--- src/rtl/sdram_tb_pkg.sv ---
// sdram_tb_pkg: driver FSM states, response error codes and SDRAM address-field layout
package sdram_tb_pkg;
  typedef enum logic [1:0] {IDLE, ISSUE, WAIT, RESP} state_t;
  localparam logic [1:0] ERR_OK = 2'd0;
  localparam logic [1:0] ERR_ADDR = 2'd1;
  localparam logic [1:0] ERR_TIMEOUT = 2'd2;
  localparam logic [1:0] MMIO_TAG = 2'b10;
  localparam int TAG_HI = 31;
  localparam int TAG_LO = 30;
  localparam int RSV_HI = 29;
  localparam int RSV_LO = 25;
  localparam int COL_HI = 24;
  localparam int COL_LO = 16;
  localparam int BANK_HI = 15;
  localparam int BANK_LO = 14;
  localparam int ROW_HI = 13;
  localparam int ROW_LO = 0;
  function automatic logic addr_ok(input logic [31:0] a);
    return a[TAG_HI:TAG_LO] == MMIO_TAG && a[RSV_HI:RSV_LO] == '0;
  endfunction
endpackage

--- src/rtl/sdram_cmd_fifo.sv ---
// sdram_cmd_fifo: synchronous show-ahead FIFO holding driver commands
// ports: clk/rst, push+din, pop, dout (head entry), full, empty, count (occupancy)
module sdram_cmd_fifo #(
  parameter int DEPTH = 8,
  parameter int WIDTH = 65,
  localparam int AW = $clog2(DEPTH)
) (
  input  logic             clk,
  input  logic             rst,
  input  logic             push,
  input  logic             pop,
  input  logic [WIDTH-1:0] din,
  output logic [WIDTH-1:0] dout,
  output logic             full,
  output logic             empty,
  output logic [AW:0]      count
);
  logic [WIDTH-1:0] mem [DEPTH];
  logic [AW-1:0] wp, rp;
  logic do_push, do_pop;
  assign full = count == (AW+1)'(DEPTH);
  assign empty = count == '0;
  assign do_push = push && !full;
  assign do_pop = pop && !empty;
  assign dout = mem[rp];
  always_ff @(posedge clk)
    if (do_push) mem[wp] <= din;
  always_ff @(posedge clk) begin
    if (rst) begin
      wp <= '0;
      rp <= '0;
      count <= '0;
    end else begin
      if (do_push) wp <= wp + 1'b1;
      if (do_pop) rp <= rp + 1'b1;
      count <= count + (AW+1)'(do_push) - (AW+1)'(do_pop);
    end
  end
endmodule

--- src/rtl/sdram_txn_driver.sv ---
// sdram_txn_driver: queues bus commands and issues them one at a time on HSEL/HWRITE/HADDR/HWDATA
// ports: in_cmd_* command in (valid/ready), out_H*/in_H* bus side, out_rsp_*/in_rsp_ready response out,
//        out_count FIFO occupancy, out_busy FSM not idle
module sdram_txn_driver
  import sdram_tb_pkg::*;
#(
  parameter int DEPTH = 8,
  parameter int TIMEOUT = 255
) (
  input  logic                     in_HCLK,
  input  logic                     in_HRESET,
  input  logic                     in_cmd_valid,
  output logic                     out_cmd_ready,
  input  logic                     in_cmd_write,
  input  logic [31:0]              in_cmd_addr,
  input  logic [31:0]              in_cmd_wdata,
  output logic                     out_HSEL,
  output logic                     out_HWRITE,
  output logic [31:0]              out_HADDR,
  output logic [31:0]              out_HWDATA,
  input  logic                     in_HREADY,
  input  logic [31:0]              in_HRDATA,
  output logic                     out_rsp_valid,
  input  logic                     in_rsp_ready,
  output logic                     out_rsp_write,
  output logic [31:0]              out_rsp_addr,
  output logic [31:0]              out_rsp_rdata,
  output logic [1:0]               out_rsp_err,
  output logic [$clog2(DEPTH):0]   out_count,
  output logic                     out_busy
);
  localparam logic [15:0] TO = 16'(TIMEOUT);
  state_t state, state_n;
  logic [15:0] timer, timer_n;
  logic full, empty, pop;
  logic [64:0] head;
  logic head_write;
  logic [31:0] head_addr, head_wdata;
  logic hsel_n, hwrite_n, rsp_write_n;
  logic [31:0] haddr_n, hwdata_n, rsp_addr_n, rsp_rdata_n;
  logic [1:0] rsp_err_n;
  assign out_cmd_ready = !full && !in_HRESET;
  assign {head_write, head_addr, head_wdata} = head;
  sdram_cmd_fifo #(.DEPTH(DEPTH), .WIDTH(65)) u_fifo (
    .clk(in_HCLK),
    .rst(in_HRESET),
    .push(in_cmd_valid && out_cmd_ready),
    .pop(pop),
    .din({in_cmd_write, in_cmd_addr, in_cmd_wdata}),
    .dout(head),
    .full(full),
    .empty(empty),
    .count(out_count)
  );
  always_ff @(posedge in_HCLK) begin
    if (in_HRESET) begin
      state <= IDLE;
      timer <= '0;
      out_HSEL <= 1'b0;
      out_HWRITE <= 1'b0;
      out_HADDR <= '0;
      out_HWDATA <= '0;
      out_rsp_valid <= 1'b0;
      out_rsp_write <= 1'b0;
      out_rsp_addr <= '0;
      out_rsp_rdata <= '0;
      out_rsp_err <= ERR_OK;
      out_busy <= 1'b0;
    end else begin
      state <= state_n;
      timer <= timer_n;
      out_HSEL <= hsel_n;
      out_HWRITE <= hwrite_n;
      out_HADDR <= haddr_n;
      out_HWDATA <= hwdata_n;
      out_rsp_valid <= state_n == RESP;
      out_rsp_write <= rsp_write_n;
      out_rsp_addr <= rsp_addr_n;
      out_rsp_rdata <= rsp_rdata_n;
      out_rsp_err <= rsp_err_n;
      out_busy <= state_n != IDLE;
    end
  end
  always_comb begin
    state_n = state;
    timer_n = timer;
    pop = 1'b0;
    hsel_n = out_HSEL;
    hwrite_n = out_HWRITE;
    haddr_n = out_HADDR;
    hwdata_n = out_HWDATA;
    rsp_write_n = out_rsp_write;
    rsp_addr_n = out_rsp_addr;
    rsp_rdata_n = out_rsp_rdata;
    rsp_err_n = out_rsp_err;
    unique case (state)
      IDLE: if (!empty) begin
        pop = 1'b1;
        rsp_write_n = head_write;
        rsp_addr_n = head_addr;
        rsp_rdata_n = '0;
        // a malformed address is answered straight away without driving the bus
        if (addr_ok(head_addr)) begin
          state_n = ISSUE;
          hsel_n = 1'b1;
          hwrite_n = head_write;
          haddr_n = head_addr;
          hwdata_n = head_wdata;
          rsp_err_n = ERR_OK;
        end else begin
          state_n = RESP;
          rsp_err_n = ERR_ADDR;
        end
      end
      ISSUE: begin
        state_n = WAIT;
        timer_n = 16'd1;
      end
      WAIT: if (in_HREADY || timer == TO) begin
        state_n = RESP;
        hsel_n = 1'b0;
        hwrite_n = 1'b0;
        haddr_n = '0;
        hwdata_n = '0;
        rsp_err_n = in_HREADY ? ERR_OK : ERR_TIMEOUT;
        rsp_rdata_n = (in_HREADY && !out_HWRITE) ? in_HRDATA : '0;
      end else timer_n = timer + 16'd1;
      RESP: if (in_rsp_ready) state_n = IDLE;
      default: state_n = IDLE;
    endcase
  end
endmodule

--- config.mk ---
export PLATFORM = sky130hd
export DESIGN_NAME = sdram_txn_driver
export DESIGN_NICKNAME = d
export VERILOG_FILES = /design/src/rtl/sdram_tb_pkg.sv /design/src/rtl/sdram_cmd_fifo.sv /design/src/rtl/sdram_txn_driver.sv
export SDC_FILE = /design/constraint.sdc
export NUM_CORES = 1
export LEC_CHECK = 0
export CORE_MARGIN = 2
export CORE_UTILIZATION = 51
export DETAILED_ROUTE_END_ITERATION = 16
export PLACE_DENSITY = 0.77
export SYNTH_ARGS = -nofsm -noshare
export SYNTH_HDL_FRONTEND = slang
export SYNTH_SLANG_ARGS = --single-unit
--- constraint.sdc ---
create_clock -name in_HCLK -period 8.3 [get_ports in_HCLK]
set_clock_uncertainty 0.15 [all_clocks]
set_input_delay 1.66 -clock in_HCLK [delete_from_list [all_inputs] [get_ports in_HCLK]]
set_output_delay 1.66 -clock in_HCLK [all_outputs]
set_load 0.02 [all_outputs]
==> flow_summary.yaml, run 1 <==
clock_tree:
  clk-insertion-delay-late_ns: 0.60
  cts_tree: "built"
  post_cts_buffers: 0
  clock_path_buffers: 3
  ctsRootBufferMaster: "clkbuf_16"
  cts-htree-levels: 3
  clkTransAtPathRegs_ns: 0.06
  cts_buffers: 71
  clock_sinks: 686
  cts_hold_buf: 0
  cts_resized: 0
setup_path:
  ff2ff_path_depth: 8
  cp.required_ns: 8.57
  worstPathMaxFanout: 49
  timing_worst_setup_path_type: "flip-flop to flip-flop"
  worst_r2r_endpoint: "out_HADDR[17]$_SDFFE_PP0P_"
  cp-end-kind: "flip-flop"
  worst_setup_path_start_kind: "flip-flop"
  arrival_ns: 5.47
  rrSetupSlack_ns: 3.11
yosys:
  synth.distinct_cells: 43
  yosysSeqAreaShare: 0.7421
  ys_ff_latch: 686
  synth_edf_count: 520
  synth_warnings: 0
  synth_cells: 1383
  syn-cell-area_um2: 25520
  synthFlopType: "edfxtp_1"
  post_synth.cell_area_avg_um2: 18.45
  syn-num-nets: 1495
  ys_async_sr_fraction: 0
routing:
  drtIter0Drc: 1107
  post_drt_wl_per_cell_um: 22.81
  drc: 0
  vias: 13300
  firstDrtPassIters: 5
  wl_mm: 53.77
  postRouteAntennaNets: 0
  vias_per_cell: 5.642
grt:
  track_usage: 0.2104
  grt_pass1_wl_mm: 81.28
  grt_max_degree: 82
  first_global_vias: 13760
  overflow: 0
  antenna_found_initial: 9
hold_path:
  min_from: "out_HADDR[29]$_SDFFE_PP0P_"
  whs_endpoint: "out_HADDR[29]$_SDFFE_PP0P_"
  min_path_type: "flip-flop to flip-flop"
  whs_path_depth: 1
layout:
  final_core_util: 0.6291
  drive_gt1_frac: 0.1724
  syn2layout_area_growth_pct: 21.17
  mostFrequentLayoutCells: "edfxtp_1 (520), clkdlybuf4s50_1 (240), dfxtp_1 (163)"
  mostFrequentLayoutCell: "edfxtp_1"
  final_nets: 1746
floorplan:
  core_um2: 49150
  die_y_um: 227.7
  start_util: 0.5192
  ios: 242
  core.rowCount: 81
  die-area_um2: 51840
  dieWidth_um: 227.7
timing:
  period_share: 0.6259
  max_freq_mhz: 192.5
  final_max_slew_viol_count: 0
  rsz0062_at_grt: "no"
  worstMarginPinSlew_ns: 1.129
  setup_viol: 0
  hold_violations: 0
  setup-tns-final_ns: 0
  slew_headroom: 0.2474
  period_needed_ns: 5.195
job:
  drv_cap: 0
placed_design:
  dpl.hpwl_mm: 31.53
  port_buffers: 241
  gp_congestion: 0.7477
run_status:
  status: "finished clean"
power_and_ir_drop:
  total_power_mw: 8.839
  p_leak_nw: 9.705
  cellPowerDensity_nw_per_um2: 285.9
  ir_worst_vdd_uv: 201.3
[state kept, by name (all words and copies together), names as in the netlist, 2 cells and up, named ones only]
name / cells
u_fifo.wp: 3
out_rsp_err: 2
out_rsp_rdata: 32
state: 2
u_fifo.mem: 520
timer: 16
u_fifo.rp: 3
out_HWDATA: 32
out_HADDR: 32
u_fifo.count: 4
out_rsp_addr: 32
[Yosys cell counts (2+ instances only)]
library cell | n | area share
nand3b_1 | 2 | 0.00059
or3_1 | 4 | 0.00098
ha_1 | 9 | 0.0044
dfxtp_1 | 166 | 0.13
nand2b_1 | 5 | 0.0012
nor2b_1 | 3 | 0.00074
xor2_1 | 4 | 0.0014
edfxtp_1 | 520 | 0.61
a31oi_1 | 2 | 0.00049
a211oi_1 | 37 | 0.011
o32ai_1 | 38 | 0.013
mux2_2 | 2 | 0.00088
clkbuf_1 | 54 | 0.0079
o21ai_0 | 4 | 0.00078
nor3b_1 | 6 | 0.0018
and3_1 | 6 | 0.0015
o32ai_2 | 20 | 0.013
nor4_1 | 2 | 0.00049
inv_1 | 68 | 0.010
mux4_2 | 130 | 0.11
nand4_1 | 3 | 0.00074
xnor2_1 | 13 | 0.0045
nand3_1 | 4 | 0.00078
nor3_1 | 6 | 0.0012
a21oi_1 | 17 | 0.0033
buf_6 | 5 | 0.0022
buf_2 | 7 | 0.0014
nand2_1 | 21 | 0.0031
a22oi_1 | 32 | 0.0094
mux2i_1 | 64 | 0.025
buf_4 | 2 | 0.00059
buf_1 | 17 | 0.0025
nor2_1 | 98 | 0.014
o21a_1 | 3 | 0.00088
[how the worst max path moves through the flow]
stage	from	endpoint
after floorplan	in_HRESET	u_fifo.mem[4][0]$_DFFE_PP_
after global placement	in_HRESET	u_fifo.mem[7][12]$_DFFE_PP_
after detailed placement	in_HRESET	u_fifo.mem[7][64]$_DFFE_PP_
after CTS	flip-flop	out_HADDR[17]$_SDFFE_PP0P_
after global routing	flip-flop	out_HWDATA[25]$_SDFFE_PP0P_
final	flip-flop	out_HADDR[17]$_SDFFE_PP0P_
[stage by stage]
step           cell area, µm²  setup slack, ns  hold WS, ns  cells
3_5_place_dp            28640            3.108       0.3167   2225
4_1_cts                 30910            3.100       0.3245   2352
2_1_floorplan           25520           0.4509       0.3031   1383
6_report                30920            3.105       0.3216   2357
5_1_grt                 30920            2.909       0.3510   2355
3_3_place_gp            28640            3.142       0.3001   2225
[layout make-up]
type                       instances  area (µm²)
sequential                       686       18950
fill                            3339       18230
multi-input combinational        543        6022
timing repair buffer             263        2579
clock buffer                      97        1944
tap                              664       830.8
clock inverter                    30       324.1
inverter                          69       259.0
antenna                            5       12.51
[metal layers]
| layer | share of wire | global-route usage | routed length [µm] | vias to the layer above |
|---|---|---|---|---|
| li1 | - | - | - | 5988 |
| met1 | 0.41 | 0.2788 | 21970 | 6734 |
| met2 | 0.49 | 0.3479 | 26480 | 484 |
| met3 | 0.080 | 0.05502 | 4310 | 82 |
| met4 | 0.018 | 0.05777 | 949 | 10 |
| met5 | 0.0011 | 0 | 60 | - |
[logic make-up after synthesis]
kind of cell / synth area share
fa+ha+maj: 0.005197
flops: 0.7421
mux: 0.1407
compound gates: 0.05291
buf+inv: 0.02476
simple gates: 0.02844
xor+xnor: 0.005835
[worst max-delay path: stages, from the launching register on]
cell and delay (ns):
dfxtp_4 1.03, buf_4 0.57, mux4_2 0.56, mux2i_1 0.24
nand4_1 0.13, or4_4 0.59, a21oi_4 0.81, buf_4 0.63
o32ai_2 0.17
[report_power, final]
group | internal (mW) | switching (mW)
clock | 1.81 | 1.27
sequential | 3.88 | 0.167
combinational | 0.758 | 0.956
total | 6.45 | 2.39
Power figures use the tool's default switching activity.
==> inputs of run 2 (changes only) <==
Settings changed: CORE_UTILIZATION 51 to 57, PLACE_DENSITY 0.77 to 0.81.
Clock period 8.3 ns to 5 ns, I/O delays scaled along.
==> flow_summary.yaml, run 2 (synthesis results as in run 1) <==
routing:
  drtIter0Drc: 1060
  postRouteAntennaNets: 0
  vias_per_cell: 5.950
  drc: 0
  post_drt_wl_per_cell_um: 24.22
  wl_mm: 55.22
  firstDrtPassIters: 5
  vias: 13570
setup_path:
  cp-end-kind: "flip-flop"
  cp_slowest_cell: "dfxtp_4"
  worstPathMaxFanout: 42
  timing_worst_setup_path_type: "flip-flop to flip-flop"
  ff2ff_path_depth: 7
  worst_r2r_endpoint: "out_HADDR[3]$_SDFFE_PP0P_"
  worst_setup_path_start_kind: "flip-flop"
  cp.required_ns: 5.25
  rrSetupSlack_ns: 0.93
  arrival_ns: 4.32
  cp_cell_sequence: "mux4_2 > mux2i_1 > nand4_1 > or4_4 > a21oi_4 > buf_12 > o32ai_1"
  slowest_delay_ns: 0.82
hold_path:
  min_path_type: "flip-flop to flip-flop"
  whs_path_depth: 2
  min_from: "out_rsp_err[0]$_SDFFE_PP0P_"
  whs_endpoint: "out_rsp_err[0]$_SDFFE_PP0P_"
timing:
  rsz0062_at_grt: "no"
  final_max_slew_viol_count: 0
  worstMarginPinSlew_ns: 1.121
  period_needed_ns: 4.074
  hold_violations: 0
  setup_viol: 0
  slew_headroom: 0.2525
  max_freq_mhz: 245.5
  whs_ns: 0.3123
  period_share: 0.8148
run_status:
  status: "finished clean"
power_and_ir_drop:
  combPwrFrac: 0.201
  sw_frac_of_total: 0.2705
  internal-power_mw: 10.61
  total_power_mw: 14.54
  clkPwrFrac: 0.339
  ir_worst_vdd_uv: 346.6
  p_seq_frac: 0.460
  cellPowerDensity_nw_per_um2: 471.7
  power.switching_mw: 3.934
  p_leak_nw: 9.698
placed_design:
  dpl.hpwl_mm: 30.76
  port_buffers: 241
  detailed_place.area_um2: 28640
  gp_congestion: 0.8219
  dp_cells: 2154
layout:
  final_nets: 1744
  mostFrequentLayoutCells: "edfxtp_1 (520), clkdlybuf4s50_1 (240), dfxtp_1 (163)"
  multi_input_area_um2: 6028
  final_cells: 2280
  top_register: "u_fifo.mem"
  fin_area_um2: 30830
  syn2layout_area_growth_pct: 20.81
  regArea_um2: 18950
  mostFrequentLayoutCell: "edfxtp_1"
  drive_gt1_frac: 0.1727
  fillerInstances: 2700
  largest_reg_flops: 520
clock_tree:
  cts_tree: "built"
  cts-htree-levels: 3
  clock_path_buffers: 3
  ctsRootBufferMaster: "clkbuf_16"
  clkTransAtPathRegs_ns: 0.06
  post_cts_buffers: 0
  cts_buffers: 68
  clock_sinks: 686
  clk-insertion-delay-late_ns: 0.59
  cts_hold_buf: 0
  cts_resized: 0
job:
  drv_cap: 0
grt:
  track_usage: 0.2409
  grt_max_degree: 102
  overflow: 0
  first_global_vias: 14040
  antenna_found_initial: 6
  grt_pass1_wl_mm: 84.38
floorplan:
  ios: 242
  start_util: 0.5771
  core.rowCount: 77
  dieWidth_um: 215.6
  die_y_um: 215.6
  die-area_um2: 46480
  core_um2: 44220
run 2: worst max-delay path, delay by kind of cell, from the launching register on:
family | cells | cell delay [ns]
and+or+nand+nor | 2 | 0.73
DFF | 1 | 0.82
AOI/OAI and AO/OA | 2 | 0.88
muxes | 2 | 0.85
buffers and inverters | 1 | 0.37
run 2: stage by stage:
| stage | TNS, ns | setup WS [ns] | util |
|---|---|---|---|
| after detailed placement | 0 | 1.006 | 0.6476 |
| after global routing | 0 | 0.8250 | 0.6971 |
| after floorplan | -454.87 | -2.000 | - |
| after CTS | 0 | 0.9232 | 0.6970 |
| after global placement | 0 | 1.062 | 0.6476 |
| final | 0 | 0.9261 | 0.6972 |
run 2: how the worst max path moves through the flow:
stage,startpoint,to,slack [ns]
3_5_place_dp,flip-flop,out_HWDATA[21]$_SDFFE_PP0P_,1.01
3_3_place_gp,flip-flop,out_HWDATA[30]$_SDFFE_PP0P_,1.06
4_1_cts,flip-flop,out_HADDR[3]$_SDFFE_PP0P_,0.92
2_1_floorplan,in_HRESET,u_fifo.mem[2][0]$_DFFE_PP_,-2.00
6_report,flip-flop,out_HADDR[3]$_SDFFE_PP0P_,0.93
5_1_grt,flip-flop,out_HADDR[3]$_SDFFE_PP0P_,0.83
run 2: area by class of cell:
class                           count  share of cell area
Sequential cell                   686              0.6146
Multi-Input combinational cell    543              0.1955
Timing Repair Buffer              264             0.08632
Clock buffer                      101             0.06652
Tap cell                          592             0.02403
Inverter                           69            0.008401
Clock inverter                     22            0.004302
Antenna cell                        3           0.0002435
run 2: power groups by stage:
stage	combinational [mW]	sequential, mW	clock, mW
global route	3.15	6.72	5.23
CTS	2.94	6.69	5.01
global placement	2.87	6.78	0
finish	2.93	6.69	4.93
detailed placement	2.91	6.81	0
floorplan	1.86	6.88	0
run 2: per-layer routing:
metal / routed length [µm] / vias to the layer above / global-route usage
met5: 41 / - / 0
met4: 1155 / 6 / 0.07632
met3: 4251 / 90 / 0.05567
met2: 27890 / 562 / 0.4018
met1: 21880 / 6915 / 0.3176
li1: - / 5992 / -
